## config.mk

```make
export PLATFORM = sky130hd
export DESIGN_NAME = program_memory_arbiter_flat
export DESIGN_NICKNAME = d
export VERILOG_FILES = /design/src/rtl/program_memory_arbiter_if.sv /design/src/rtl/program_memory_arbiter.sv /design/src/flat_wrapper.sv
export SDC_FILE = /design/constraint.sdc
export NUM_CORES = 1
export LEC_CHECK = 0
export BUFFER_PORTS_ARGS = -buffer_cell sky130_fd_sc_hd__buf_2
export CAP_MARGIN = 20
export CORE_MARGIN = 5
export CORE_UTILIZATION = 48
export DETAILED_ROUTE_END_ITERATION = 10
export HOLD_SLACK_MARGIN = 0.03
export PLACE_DENSITY = 0.88
export SLEW_MARGIN = 20
export SYNTH_ARGS = -nofsm -noshare
export SYNTH_HDL_FRONTEND = slang
export SYNTH_SLANG_ARGS = --single-unit
```

## constraint.sdc

```tcl
create_clock -name clk -period 3.6 [get_ports clk]
set_clock_uncertainty 0.2 [all_clocks]
set_input_delay 0.72 -clock clk [delete_from_list [all_inputs] [get_ports clk]]
set_output_delay 0.72 -clock clk [all_outputs]
set_load 0.01 [all_outputs]
```

## src/rtl/program_memory_arbiter_if.sv

```systemverilog
// Signal bundle between program_memory_arbiter and its neighbours: the fetch
// port, the debug/loader port and the single-port program memory.
interface program_memory_arbiter_if #(
  parameter int DATA_WIDTH = 32,
  parameter int ADDR_W     = 5
);

  logic                  fetch_req;
  logic [DATA_WIDTH-1:0] fetch_addr;
  logic                  fetch_ready;
  logic                  fetch_valid;
  logic [DATA_WIDTH-1:0] fetch_data;
  logic                  fetch_fault;

  logic                  dbg_req;
  logic                  dbg_we;
  logic [DATA_WIDTH-1:0] dbg_addr;
  logic [DATA_WIDTH-1:0] dbg_wdata;
  logic                  dbg_ready;
  logic                  dbg_valid;
  logic [DATA_WIDTH-1:0] dbg_rdata;
  logic                  dbg_fault;

  logic                  mem_en;
  logic                  mem_we;
  logic [ADDR_W-1:0]     mem_addr;
  logic [DATA_WIDTH-1:0] mem_wdata;
  logic [DATA_WIDTH-1:0] mem_rdata;

  // The arbiter side: serves both requesters and masters the memory.
  modport slave (
    input  fetch_req, fetch_addr,
    output fetch_ready, fetch_valid, fetch_data, fetch_fault,
    input  dbg_req, dbg_we, dbg_addr, dbg_wdata,
    output dbg_ready, dbg_valid, dbg_rdata, dbg_fault,
    output mem_en, mem_we, mem_addr, mem_wdata,
    input  mem_rdata
  );

  modport master (
    output fetch_req, fetch_addr,
    input  fetch_ready, fetch_valid, fetch_data, fetch_fault,
    output dbg_req, dbg_we, dbg_addr, dbg_wdata,
    input  dbg_ready, dbg_valid, dbg_rdata, dbg_fault,
    input  mem_en, mem_we, mem_addr, mem_wdata,
    output mem_rdata
  );

endinterface

```

## src/rtl/program_memory_arbiter.sv

```systemverilog
// Round-robin arbiter sharing one program memory between instruction fetch and
// a debug/loader port. Debug writes are only performed when PROGMEM_DBG_WRITE_EN is defined.
module program_memory_arbiter #(
  parameter int                    MEMORY_DEPTH = 32,
  parameter int                    DATA_WIDTH   = 32,
  parameter logic [DATA_WIDTH-1:0] TEXT_BASE    = 32'h0040_0000
) (
  input  logic                     clk,
  input  logic                     reset,
  program_memory_arbiter_if.slave  bus
);

  localparam int ADDR_W = $clog2(MEMORY_DEPTH);

  localparam logic [1:0] S_IDLE   = 2'd0;
  localparam logic [1:0] S_ACCESS = 2'd1;
  localparam logic [1:0] S_RESP   = 2'd2;

  localparam logic GRANT_FETCH = 1'b0;
  localparam logic GRANT_DBG   = 1'b1;

  localparam logic [DATA_WIDTH-1:0] DEPTH_WORDS = DATA_WIDTH'(MEMORY_DEPTH);

  logic [1:0]            state;
  logic                  last_grant;
  logic                  cur_dbg;
  logic                  cur_we;
  logic                  cur_fault;
  logic [ADDR_W-1:0]     cur_word;
  logic [DATA_WIDTH-1:0] cur_wdata;

  logic [DATA_WIDTH-1:0] fetch_data_q;
  logic                  fetch_fault_q;
  logic [DATA_WIDTH-1:0] dbg_rdata_q;
  logic                  dbg_fault_q;

  logic                  grant_fetch;
  logic                  grant_dbg;
  logic                  accept;
  logic [DATA_WIDTH-1:0] sel_addr;
  logic                  sel_we;
  logic [DATA_WIDTH-1:0] offset;
  logic [DATA_WIDTH-1:0] word;
  logic                  addr_fault;
  logic                  write_fault;
  logic                  access_ok;
  logic [DATA_WIDTH-1:0] resp_data;

  // On a tie the requester that lost last time wins.
  always_comb begin
    grant_fetch = bus.fetch_req && (!bus.dbg_req || last_grant == GRANT_DBG);
    grant_dbg   = bus.dbg_req && (!bus.fetch_req || last_grant == GRANT_FETCH);
  end

  always_comb begin
    bus.fetch_ready = reset && (state == S_IDLE) && grant_fetch;
    bus.dbg_ready   = reset && (state == S_IDLE) && grant_dbg;
    accept          = bus.fetch_ready || bus.dbg_ready;
  end

  always_comb begin
    sel_addr = grant_dbg ? bus.dbg_addr : bus.fetch_addr;
    sel_we   = grant_dbg && bus.dbg_we;
    offset   = sel_addr - TEXT_BASE;
    word     = offset >> 2;
    addr_fault = (sel_addr < TEXT_BASE) || (sel_addr[1:0] != 2'b00) ||
                 (word >= DEPTH_WORDS);
  end

`ifdef PROGMEM_DBG_WRITE_EN
  assign write_fault = 1'b0;
`else
  // Read-only memory: any debug write is answered with a fault.
  assign write_fault = sel_we;
`endif

  always_ff @(posedge clk or negedge reset) begin
    if (!reset) begin
      state      <= S_IDLE;
      last_grant <= GRANT_DBG;
      cur_dbg    <= 1'b0;
      cur_we     <= 1'b0;
      cur_fault  <= 1'b0;
      cur_word   <= '0;
      cur_wdata  <= '0;
    end else begin
      case (state)
        S_IDLE: begin
          if (accept) begin
            state      <= S_ACCESS;
            last_grant <= grant_dbg ? GRANT_DBG : GRANT_FETCH;
            cur_dbg    <= grant_dbg;
            cur_we     <= sel_we;
            cur_fault  <= addr_fault || write_fault;
            cur_word   <= word[ADDR_W-1:0];
            cur_wdata  <= grant_dbg ? bus.dbg_wdata : '0;
          end
        end
        S_ACCESS: state <= S_RESP;
        S_RESP:   state <= S_IDLE;
        default:  state <= S_IDLE;
      endcase
    end
  end

  always_comb begin
    access_ok     = (state == S_ACCESS) && !cur_fault;
    bus.mem_en    = access_ok;
    bus.mem_addr  = access_ok ? cur_word : '0;
    bus.mem_wdata = (access_ok && cur_we) ? cur_wdata : '0;
`ifdef PROGMEM_DBG_WRITE_EN
    bus.mem_we    = access_ok && cur_we;
`else
    bus.mem_we    = 1'b0;
`endif
  end

  // Response data comes straight from the memory during RESP, then is held.
  always_comb begin
    resp_data       = (cur_fault || cur_we) ? '0 : bus.mem_rdata;
    bus.fetch_valid = (state == S_RESP) && !cur_dbg;
    bus.dbg_valid   = (state == S_RESP) && cur_dbg;
    bus.fetch_data  = bus.fetch_valid ? resp_data : fetch_data_q;
    bus.fetch_fault = bus.fetch_valid ? cur_fault : fetch_fault_q;
    bus.dbg_rdata   = bus.dbg_valid ? resp_data : dbg_rdata_q;
    bus.dbg_fault   = bus.dbg_valid ? cur_fault : dbg_fault_q;
  end

  always_ff @(posedge clk or negedge reset) begin
    if (!reset) begin
      fetch_data_q  <= '0;
      fetch_fault_q <= 1'b0;
      dbg_rdata_q   <= '0;
      dbg_fault_q   <= 1'b0;
    end else begin
      if (bus.fetch_valid) begin
        fetch_data_q  <= resp_data;
        fetch_fault_q <= cur_fault;
      end
      if (bus.dbg_valid) begin
        dbg_rdata_q <= resp_data;
        dbg_fault_q <= cur_fault;
      end
    end
  end

endmodule

```

## src/flat_wrapper.sv

```systemverilog
// flat-port wrapper written by rule: the top's interface ports become plain ports
module program_memory_arbiter_flat 
#(
  parameter int                    MEMORY_DEPTH = 32,
  parameter int                    DATA_WIDTH   = 32,
  parameter logic [DATA_WIDTH-1:0] TEXT_BASE    = 32'h0040_0000
)
  (clk, reset, bus_fetch_req, bus_fetch_addr, bus_fetch_ready, bus_fetch_valid, bus_fetch_data, bus_fetch_fault, bus_dbg_req, bus_dbg_we, bus_dbg_addr, bus_dbg_wdata, bus_dbg_ready, bus_dbg_valid, bus_dbg_rdata, bus_dbg_fault, bus_mem_en, bus_mem_we, bus_mem_addr, bus_mem_wdata, bus_mem_rdata);
  program_memory_arbiter_if #(.DATA_WIDTH(DATA_WIDTH), .ADDR_W(5)) bus_i ();
  input  logic clk;
  input  logic reset;
  input wire logic [$bits(bus_i.fetch_req)-1:0] bus_fetch_req;
  input wire logic [$bits(bus_i.fetch_addr)-1:0] bus_fetch_addr;
  output wire logic [$bits(bus_i.fetch_ready)-1:0] bus_fetch_ready;
  output wire logic [$bits(bus_i.fetch_valid)-1:0] bus_fetch_valid;
  output wire logic [$bits(bus_i.fetch_data)-1:0] bus_fetch_data;
  output wire logic [$bits(bus_i.fetch_fault)-1:0] bus_fetch_fault;
  input wire logic [$bits(bus_i.dbg_req)-1:0] bus_dbg_req;
  input wire logic [$bits(bus_i.dbg_we)-1:0] bus_dbg_we;
  input wire logic [$bits(bus_i.dbg_addr)-1:0] bus_dbg_addr;
  input wire logic [$bits(bus_i.dbg_wdata)-1:0] bus_dbg_wdata;
  output wire logic [$bits(bus_i.dbg_ready)-1:0] bus_dbg_ready;
  output wire logic [$bits(bus_i.dbg_valid)-1:0] bus_dbg_valid;
  output wire logic [$bits(bus_i.dbg_rdata)-1:0] bus_dbg_rdata;
  output wire logic [$bits(bus_i.dbg_fault)-1:0] bus_dbg_fault;
  output wire logic [$bits(bus_i.mem_en)-1:0] bus_mem_en;
  output wire logic [$bits(bus_i.mem_we)-1:0] bus_mem_we;
  output wire logic [$bits(bus_i.mem_addr)-1:0] bus_mem_addr;
  output wire logic [$bits(bus_i.mem_wdata)-1:0] bus_mem_wdata;
  input wire logic [$bits(bus_i.mem_rdata)-1:0] bus_mem_rdata;
  assign bus_i.fetch_req = bus_fetch_req;
  assign bus_i.fetch_addr = bus_fetch_addr;
  assign bus_fetch_ready = bus_i.fetch_ready;
  assign bus_fetch_valid = bus_i.fetch_valid;
  assign bus_fetch_data = bus_i.fetch_data;
  assign bus_fetch_fault = bus_i.fetch_fault;
  assign bus_i.dbg_req = bus_dbg_req;
  assign bus_i.dbg_we = bus_dbg_we;
  assign bus_i.dbg_addr = bus_dbg_addr;
  assign bus_i.dbg_wdata = bus_dbg_wdata;
  assign bus_dbg_ready = bus_i.dbg_ready;
  assign bus_dbg_valid = bus_i.dbg_valid;
  assign bus_dbg_rdata = bus_i.dbg_rdata;
  assign bus_dbg_fault = bus_i.dbg_fault;
  assign bus_mem_en = bus_i.mem_en;
  assign bus_mem_we = bus_i.mem_we;
  assign bus_mem_addr = bus_i.mem_addr;
  assign bus_mem_wdata = bus_i.mem_wdata;
  assign bus_i.mem_rdata = bus_mem_rdata;
  program_memory_arbiter #(.MEMORY_DEPTH(MEMORY_DEPTH), .DATA_WIDTH(DATA_WIDTH), .TEXT_BASE(TEXT_BASE)) u_core (.clk(clk), .reset(reset), .bus(bus_i));
endmodule
```

==> impl_results.md <==
* Status: completed
* FF-to-FF Start: u_core.cur_dbg$_DFFE_PN0P_
* Via count at 4061
* CTS Sinks at 109
* Core area at 9240 sq um
* R2R Setup Slk at 1760 ps
* Hold Vio Cnt, Final at 0
* Fmax at 334.5 MHz
* Syn Std Cell Area at 4553 sq um
* Slew Viols, Final at 0
* HP Class: primary input to asynchronous set/reset pin
* CTS root buffer: clkbuf_8
* Max-slew headroom at 46.79%
* Buf+Inv Stages, Crit Path at 2
* WS Path Type: flop to primary output
* Filler cells at 802
* Leading area contributor after synthesis: dfrtp_1
* Die area at 11530 sq um
* Placed cells at 778
* Yosys cell types at 34
* Die X at 107.4 um
* WL/cell at 16.07 um
* Setup crit start kind: flop
* Register area share after synthesis at 59.93%
* Final setup vio count at 0
* Combinational Power Share at 20.5%
* RePlAce Congestion at 0.8569
* Syn_nets at 567
* Clk buf depth at 2
* Critical path data arrival time at 2070 ps
* Max FO, Critical Path at 66
* Initial Utilization at 49.28%
* Sw power at 0.0008646 W
* Initial antenna violation count at 0
* Worst vdd ir at 0.0002839 V
* Worst-path cell chain: or3b_2 > buf_4 > o21ai_1 > buf_2
* Setup bufs post-CTS at 0
* Share of post-route cells with drive strength above 1 at 42.11%
* Yosys Warn Count at 0
* GRT Total Usage at 22.14%
* Clock share of power at 25.8%
* Seq pwr share at 53.8%
* P_int at 0.001943 W
* H-tree Lvls at 3
* Maximum number of pins on one net before global-route repair at 67
* Switching Fraction at 30.79%
* Synth area leaders: dfrtp_1 (59%), nand2_1 (8.8%), a22o_1 (6.3%), and3_1 (4.4%), o21ai_0 (4.2%)
* CTS Hold Buffers Added at 0
* Most common cell after layout, fill and taps aside: buf_2
* EDFF count, synth at 0
* Pwr dens at 470.1 nW/um^2
* Gate Count Post-Synth at 434
* Syn avg cell area at 10.49 sq um
* Die height at 107.4 um
* Fin crit share at 83.05%
* Critical path depth at 4
* Fin Setup TNS at 0 ps
* Vias in the first global route at 4211
* CTS tree: built
* Routed wire length at 12.76 mm
* Commonest non-fill, non-tap cells in the layout: buf_2 (239), dfrtp_1 (108), nand2_1 (107)
* Max-Cap Viols at 0
* Worst slew pin tran at 798.2 ps
* Crit. End Element: primary output
* First-pass GRT wire length at 20.44 mm
* # rows at 35
* Asr flop ratio synth at 100.0%
* First drt pass iteration count at 5
* Worst Setup SP: u_core.cur_dbg$_DFFE_PN0P_
* Non-filler cells, final at 794
* Final min period at 2990 ps
* CTS clk-pin slew, worst paths at 120 ps
* Top-area cell type share of the netlist area at 59.36%
* HPWL after DPL at 9.441 mm
* Post-DRT Antenna Nets at 0
* Detailed Route Iter0 Violations at 271
* Leak at 3.340 nW
* RSZ-0062 raised after global routing: false
* CP peak stage delay at 460 ps
* # resized after CTS at 0
* Post-layout net count at 793
* # port buffers at 240
* Worst R2R End: u_core.fetch_data_q[20]$_DFF_PN0_
* I/O pins at 242
* CP top delay family: buffers and inverters
* CTS buffer count at 9
* Worst Path Required at 2680 ps
* R2R depth at 4
* Synth Flop Type: dfrtp_1
* Remaining Overflow, GRT at 0
* Diode count at 0
* Yosys reg bits at 109
* DRC violations left at 0
* Via/cell ratio at 5.115
* Worst Setup EP: bus_fetch_data[16]
* Synth-to-Final Area Change at 31.19%
* Max stage delay cell, worst path: or3b_2
* Clk_lat worst skew at 350 ps
-- per-stage QoR --
step / cell area (sq um) / total power [W] / setup WS (ps) / hold slack [ps] / utilization (%)
finish: 5973 / 0.002808 / 610.3 / 224.3 / 64.64
global placement: 5769 / 0.002079 / 1002 / 250.0 / 62.44
global route: 5973 / 0.002967 / 503.1 / 248.8 / 64.64
floorplan: 4553 / 0.001846 / 1256 / 224.4 / -
CTS: 5973 / 0.002839 / 585.7 / 216.1 / 64.64
detailed placement: 5769 / 0.002113 / 993.5 / 260.1 / 62.44
-- registers in the layout (all words and copies together), names as in the netlist --
register and cells:
u_core.cur_dbg 1, u_core.cur_word 5, u_core.cur_we 1, u_core.dbg_rdata_q 32
u_core.last_grant 1, u_core.fetch_data_q 32, u_core.cur_fault 1, u_core.state 2
u_core.cur_wdata 32, u_core.fetch_fault_q 1, u_core.dbg_fault_q 1
-- power by group through the flow --
stage | registers, W | logic, W | clock network, W
2_1_floorplan | 0.00150 | 0.000344 | 0
3_3_place_gp | 0.00152 | 0.000559 | 0
3_5_place_dp | 0.00153 | 0.000586 | 0
4_1_cts | 0.00151 | 0.000582 | 0.000748
5_1_grt | 0.00153 | 0.000644 | 0.000793
6_report | 0.00151 | 0.000574 | 0.000723
-- cell type report --
| class | count | area [sq um] | area share (%) |
|---|---|---|---|
| Timing Repair Buffer | 249 | 1271 | 21.28 |
| Inverter | 4 | 15.01 | 0.2514 |
| Multi-Input combinational cell | 287 | 1593 | 26.67 |
| Clock buffer | 9 | 123.9 | 2.074 |
| Sequential cell | 109 | 2729 | 45.68 |
| Clock inverter | 7 | 80.08 | 1.341 |
| Tap cell | 129 | 161.4 | 2.702 |
-- how the worst min path moves through the flow --
stage                                      start                           endpoint  cells past startpoint
6_report                                   reset   u_core.cur_wdata[19]$_DFFE_PN0P_                      2
5_1_grt                                    reset    u_core.cur_wdata[4]$_DFFE_PN0P_                      2
4_1_cts                                    reset    u_core.cur_wdata[3]$_DFFE_PN0P_                      2
3_5_place_dp   u_core.fetch_data_q[22]$_DFF_PN0_  u_core.fetch_data_q[22]$_DFF_PN0_                      2
3_3_place_gp   u_core.fetch_data_q[23]$_DFF_PN0_  u_core.fetch_data_q[23]$_DFF_PN0_                      2
2_1_floorplan                              reset         u_core.cur_dbg$_DFFE_PN0P_                      0
-- cells by family after synthesis --
family,after synthesis,share of synthesized area (%)
buf+inv,38,5.276
simple gates,171,17.86
compound gates,109,15.50
mux,6,1.347
flops,109,59.93
other cells,1,0.08236
-- worst register-to-register path, cell delays in order (launching register included) --
cell	delay, ps
dfrtp_1	410
or3b_2	460
buf_4	340
nand2_1	210
o21ai_2	80
-- cells in the mapped netlist (all sizes together) (2+ instances only) --
master / count
nor4: 11
dfrtp: 108
and2: 6
inv: 4
mux2i: 5
a22o: 33
nor2b: 2
o21ai: 71
nor4b: 2
and3: 32
nand2: 107
a21o: 2
nor2: 2
nand3: 2
clkbuf: 12
buf: 22
-- layer usage --
layer	track usage [%]	up-vias	part of all wire, %
met5	0	-	0
met4	6.492	0	1.1
met3	6.059	17	8.8
met2	36.24	179	50
met1	28.93	1915	41
li1	-	1950	-
Note: power is estimated with default switching activity, not from simulation.
